### config.mk
export PLATFORM = sky130hd
export DESIGN_NAME = process_noise_q_builder
export DESIGN_NICKNAME = d
export VERILOG_FILES = /design/src/rtl/process_noise_q_builder.sv
export SDC_FILE = /design/constraint.sdc
export NUM_CORES = 2
export LEC_CHECK = 0
export ABC_AREA = 1
export CAP_MARGIN = 10
export CORE_AREA = 2 2 485 487
export CTS_BUF_LIST = sky130_fd_sc_hd__clkbuf_4 sky130_fd_sc_hd__clkbuf_8
export CTS_CLUSTER_SIZE = 40
export DETAILED_ROUTE_END_ITERATION = 10
export DIE_AREA = 0 0 487 489
export GPL_TIMING_DRIVEN = 1
export PLACE_DENSITY_LB_ADDON = 0.05
export REMOVE_ABC_BUFFERS = 1
export SYNTH_ARGS = -nofsm -noshare
export SYNTH_HDL_FRONTEND = slang
export SYNTH_SLANG_ARGS = --single-unit
### constraint.sdc
create_clock -name clk -period 3 [get_ports clk]
set_input_delay 0.75 -clock clk [delete_from_list [all_inputs] [get_ports clk]]
set_output_delay 0.75 -clock clk [all_outputs]
set_load 0.02 [all_outputs]
### src/rtl/process_noise_q_builder.sv
// Builds the 6 unique entries of the symmetric process-noise matrix Q = sigma2*G*G^T
// by routing each latched dt-power coefficient through the shared FP64 multiplier.
module process_noise_q_builder #(
  parameter int DWIDTH = 64
) (
  input  logic              clk,
  input  logic              rst_n,
  input  logic              i_start,
  input  logic              i_coef_valid,
  input  logic [DWIDTH-1:0] i_sigma2,
  input  logic [DWIDTH-1:0] i_thirtysix_dt6,
  input  logic [DWIDTH-1:0] i_twleve_dt5,
  input  logic [DWIDTH-1:0] i_sixth_dt4,
  input  logic [DWIDTH-1:0] i_quarter_dt4,
  input  logic [DWIDTH-1:0] i_half_dt3,
  input  logic [DWIDTH-1:0] i_dt2,
  output logic              o_mul_req_valid,
  input  logic              i_mul_req_ready,
  output logic [DWIDTH-1:0] o_mul_req_a,
  output logic [DWIDTH-1:0] o_mul_req_b,
  input  logic              i_mul_resp_valid,
  output logic              o_mul_resp_ready,
  input  logic [DWIDTH-1:0] i_mul_resp_y,
  output logic [DWIDTH-1:0] o_q00,
  output logic [DWIDTH-1:0] o_q01,
  output logic [DWIDTH-1:0] o_q02,
  output logic [DWIDTH-1:0] o_q10,
  output logic [DWIDTH-1:0] o_q11,
  output logic [DWIDTH-1:0] o_q12,
  output logic [DWIDTH-1:0] o_q20,
  output logic [DWIDTH-1:0] o_q21,
  output logic [DWIDTH-1:0] o_q22,
  output logic              o_done,
  output logic              o_busy,
  output logic              o_valid
);
  localparam int NQ = 6;

  // REQ states are odd, WAIT states even; entry index = (state-1)/2
  typedef enum logic [3:0] {
    S_IDLE     = 4'd0,
    S_REQ_Q00  = 4'd1,  S_WAIT_Q00 = 4'd2,
    S_REQ_Q01  = 4'd3,  S_WAIT_Q01 = 4'd4,
    S_REQ_Q02  = 4'd5,  S_WAIT_Q02 = 4'd6,
    S_REQ_Q11  = 4'd7,  S_WAIT_Q11 = 4'd8,
    S_REQ_Q12  = 4'd9,  S_WAIT_Q12 = 4'd10,
    S_REQ_Q22  = 4'd11, S_WAIT_Q22 = 4'd12
  } state_t;

  state_t                       r_state;
  logic [NQ-1:0][DWIDTH-1:0]    r_coef;
  logic [NQ-1:0][DWIDTH-1:0]    r_q;
  logic [DWIDTH-1:0]            r_sigma2;
  logic                         r_done;
  logic                         r_valid;

  logic                         w_legal;
  logic                         w_is_req;
  logic                         w_is_wait;
  logic [2:0]                   w_step;
  logic [3:0]                   w_sm1;
  logic                         w_req_fire;
  logic                         w_resp_fire;

  assign w_legal     = (r_state != S_IDLE) && (r_state <= S_WAIT_Q22);
  assign w_is_req    = w_legal &&  r_state[0];
  assign w_is_wait   = w_legal && !r_state[0];
  assign w_sm1       = r_state - 4'd1;
  assign w_step      = w_legal ? w_sm1[3:1] : 3'd0;
  assign w_req_fire  = w_is_req  && i_mul_req_ready;
  assign w_resp_fire = w_is_wait && i_mul_resp_valid;

  assign o_mul_req_valid  = w_is_req;
  assign o_mul_req_a      = w_is_req ? r_coef[w_step] : '0;
  assign o_mul_req_b      = w_is_req ? r_sigma2       : '0;
  assign o_mul_resp_ready = w_is_wait;

  always_ff @(posedge clk or negedge rst_n) begin
    if (!rst_n) begin
      r_state  <= S_IDLE;
      r_coef   <= '0;
      r_q      <= '0;
      r_sigma2 <= '0;
      r_done   <= 1'b0;
      r_valid  <= 1'b0;
    end else begin
      r_done <= 1'b0;
      if (r_state == S_IDLE) begin
        if (i_start && i_coef_valid) begin
          r_sigma2 <= i_sigma2;
          r_coef   <= {i_dt2, i_half_dt3, i_quarter_dt4,
                       i_sixth_dt4, i_twleve_dt5, i_thirtysix_dt6};
          r_valid  <= 1'b0;
          r_state  <= S_REQ_Q00;
        end
      end else if (!w_legal) begin
        r_state <= S_IDLE;
      end else if (w_req_fire) begin
        r_state <= state_t'(r_state + 4'd1);
      end else if (w_resp_fire) begin
        r_q[w_step] <= i_mul_resp_y;
        if (r_state == S_WAIT_Q22) begin
          r_valid <= 1'b1;
          r_done  <= 1'b1;
          r_state <= S_IDLE;
        end else begin
          r_state <= state_t'(r_state + 4'd1);
        end
      end
    end
  end

  assign o_q00   = r_q[0];
  assign o_q01   = r_q[1];
  assign o_q10   = r_q[1];
  assign o_q02   = r_q[2];
  assign o_q20   = r_q[2];
  assign o_q11   = r_q[3];
  assign o_q12   = r_q[4];
  assign o_q21   = r_q[4];
  assign o_q22   = r_q[5];
  assign o_done  = r_done;
  assign o_valid = r_valid;
  assign o_busy  = (r_state != S_IDLE);
endmodule

==> metrics.yaml <==
ys.flop_type: "dfrtp_1"
core-area_um2: 234000
post-dp-hpwl_mm: 164
grt_pass1_wl_mm: 311
clk_latency_ps: 910
pre_cts_ws_ps: -427
syn-instance-count: 4634
period_minus_slack_ps: 3770
r2r-start: "r_state[0]"
critPathTopFamily: "buffers and inverters"
hp-class: "input port to async pin"
fin_ws_ps: -771
pin_count: 1227
power_frac_comb_pct: 62.5
wl_mm: 230
drc_errors: 0
p_sw_share_pct: 47.5
grt_usage_pct: 18.6
clock_path_buffers: 3
hold_viol: 0
first_iter_violations: 1985
cp_cell_sequence: "inv_2, ha_4, inv_4, nor2_4, o21ai_4, buf_12, nand2_8, clkinv_16, buf_16, buf_16, nand2_2, nand3_2, nor2_4, buf_6"
p_leak_nw: 27.7
cts_tree: "done"
cts.sinks: 838
slowest_delay_ps: 380
clk_pin_slew_ps: 60
multi_input_area_um2: 14500
muxShareOfSynthArea_pct: 1.88
maxSlewHeadroom_pct: 36.8
clock_skew_ps: 33.7
synth_top_family_by_area: "simple AND/OR/NAND/NOR gates"
gp_congestion: 0.770
dieArea_um2: 238000
drv_cap: 0
criticalPathCategory: "flip-flop to output pin"
path_buf_inv: 7
postRouteAntennaNets: 0
clock.fmax_mhz: 265
yosys.area_share.simple_pct: 21.1
crit_arrival_ps: 3020
ys_types: 28
cts_buffers: 178
worst_slew_pin_slew_ps: 948
rows: 178
fillers: 25100
synth-compound-area-share_pct: 11.0
synth_fa_ha_area_share_pct: 0.0652
rsz0062_at_grt: "yes"
h-tree-depth: 4
reg2reg_depth: 14
rrSetupSlack_ps: 310
cts_root_buf: "clkbuf_8"
switchingPower_mw: 41.2
crit_required_ps: 2250
viasPerCell: 4.03
finalMaxSlewViolations: 0
p_int_mw: 45.6
timing.critical_path.from_type: "flip-flop"
port_buffers: 1226
ys_ff_latch: 838
pwr-share-seq_pct: 22.4
grt-ovfl-total: 0
dp.cells: 8645
antenna_found_initial: 37
instances_no_fill: 9059
cp-end-kind: "output pin"
finalNetCount: 6381
grt_pass1_vias: 37300
yosysSeqAreaShare_pct: 54.7
timing.setup.tns_ps: -78570
wl_per_cell_um: 25.4
drive_gt1_share_pct: 18.5
synth_area_um2: 38400
violations: "negative setup slack"
cpMaxStageDelayCell: "dfrtp_1"
p_per_area_nw_per_um2: 1410
final.period_utilization_pct: 126
r2r_end: "o_q01[62]"
regArea_um2: 21000
grt_max_degree: 97
synth_async_sr_flop_share_pct: 100
synthToLayoutAreaGrowth_pct: 60.7
critPathMaxFanout: 7
synth.avg_cell_area_um2: 8.28
synth_edf_count: 0
drt_first_pass_iters: 5
start_util_pct: 16.4
die_w_um: 487
die_h_um: 489
status: "finished with violations"
clkPwrFrac_pct: 15.1
setup_viol: 130
irDropWorstVdd_mv: 0.787
synthXorXnorAreaFrac_pct: 0.0228
via_count: 36500
yosys_warnings: 0
[final cells by class]
class                   instances  share of cell area (%)
clock inverters                17                   0.266
inverters                     398                    2.51
diodes                         12                  0.0487
well taps                    3060                    6.21
flip-flops and latches        838                    34.0
clock buffers                 289                    5.68
multi-input cells            2883                    23.5
repair buffers               1562                    27.7
[worst max-delay path by stage]
stage / start / to / slack [ps] / depth (start not counted)
after floorplan: r_state[0] / r_coef[100] / -23270 / 5
after global placement: r_state[0] / o_mul_req_a[12] / -470 / 12
after detailed placement: r_state[0] / o_mul_req_a[12] / -430 / 13
after CTS: r_state[0] / o_mul_req_a[17] / -940 / 13
after global routing: r_state[0] / o_mul_req_a[40] / -980 / 14
final: r_state[0] / o_mul_req_a[33] / -770 / 14
[flip-flops by register name, indices dropped and copies added (netlist names), 64 cells and up]
name,flops
r_sigma2,64
o_q22,64
o_q02,64
o_q00,64
o_q12,64
o_q11,64
r_coef,384
o_q01,64
[layer usage]
layer | routed length (um) | track usage, %
met1 | 100000 | 23.7
met2 | 112000 | 31.6
met3 | 12900 | 4.37
met4 | 4650 | 4.36
met5 | 185 | 0
[per-stage QoR]
step	power, mW	hold WS, ps	instance area [um^2]	utilization (%)
floorplan	37.8	454	35500	-
global placement	65.3	466	54600	23.4
detailed placement	65.2	470	54600	23.4
CTS	84.9	198	60300	25.8
global route	92.5	257	61600	26.4
finish	86.7	347	61600	26.4
[synthesized netlist by cell type, types with 4 or more instances]
cell type,instances,area [um^2]
clkbuf_1,180,676
o21ai_0,811,4060
mux2_2,64,721
buf_4,195,1460
o21ai_1,25,125
nand2_2,4,25.0
inv_2,6,22.5
buf_1,20,75.1
nor2_1,137,514
buf_2,117,586
nand4_1,128,801
nand2_1,1490,5590
dfrtp_1,838,21000
inv_1,392,1470
nand3_1,203,1020
[power groups by stage]
stage / logic, mW / clock network, mW / registers (mW)
6_report: 54.2 / 13.1 / 19.4
5_1_grt: 58.2 / 14.3 / 20.0
4_1_cts: 51.6 / 13.8 / 19.5
3_5_place_dp: 45.5 / 0 / 19.7
3_3_place_gp: 45.8 / 0 / 19.5
2_1_floorplan: 14.9 / 0 / 22.9
[logic make-up after synthesis]
logic type,Yosys count
multiplexers,64
flip-flops,838
XOR/XNOR,1
AND/OR/NAND/NOR,1974
AO/OA/AOI/OAI,842
adder cells (fa/ha/maj),2
buffers and inverters,913
[cells in the final DEF, fill, tap and decap left out, types with 13 or more instances in the layout]
| cell | netlist | layout |
|---|---|---|
| buf_12 | 0 | 102 |
| buf_16 | 0 | 23 |
| buf_4 | 195 | 149 |
| buf_6 | 3 | 161 |
| buf_8 | 0 | 20 |
| clkbuf_4 | 0 | 76 |
| clkbuf_8 | 0 | 213 |
| clkdlybuf4s50_1 | 0 | 1039 |
| dfrtp_1 | 838 | 831 |
| dlygate4sd2_1 | 0 | 54 |
| inv_1 | 392 | 389 |
| mux2_2 | 64 | 64 |
| nand2_1 | 1490 | 1432 |
| nand2_2 | 4 | 46 |
| nand2_4 | 1 | 13 |
| nand3_1 | 203 | 156 |
| nand3_2 | 2 | 40 |
| nand4_1 | 128 | 128 |
| nor2_2 | 3 | 23 |
| nor2_4 | 3 | 108 |
| o21ai_0 | 811 | 789 |
| o21ai_1 | 25 | 42 |
[what timing repair did]
action                     in CTS  in global routing
pin swaps                      79                105
gates resized for setup       992                253
setup buffers                  49                 31
hold buffers                    1                  0
gates cloned                   20                 10
setup endpoints to repair     196                184
hold endpoints to repair        9                  0
No activity file was read; power rests on OpenSTA's default activity.
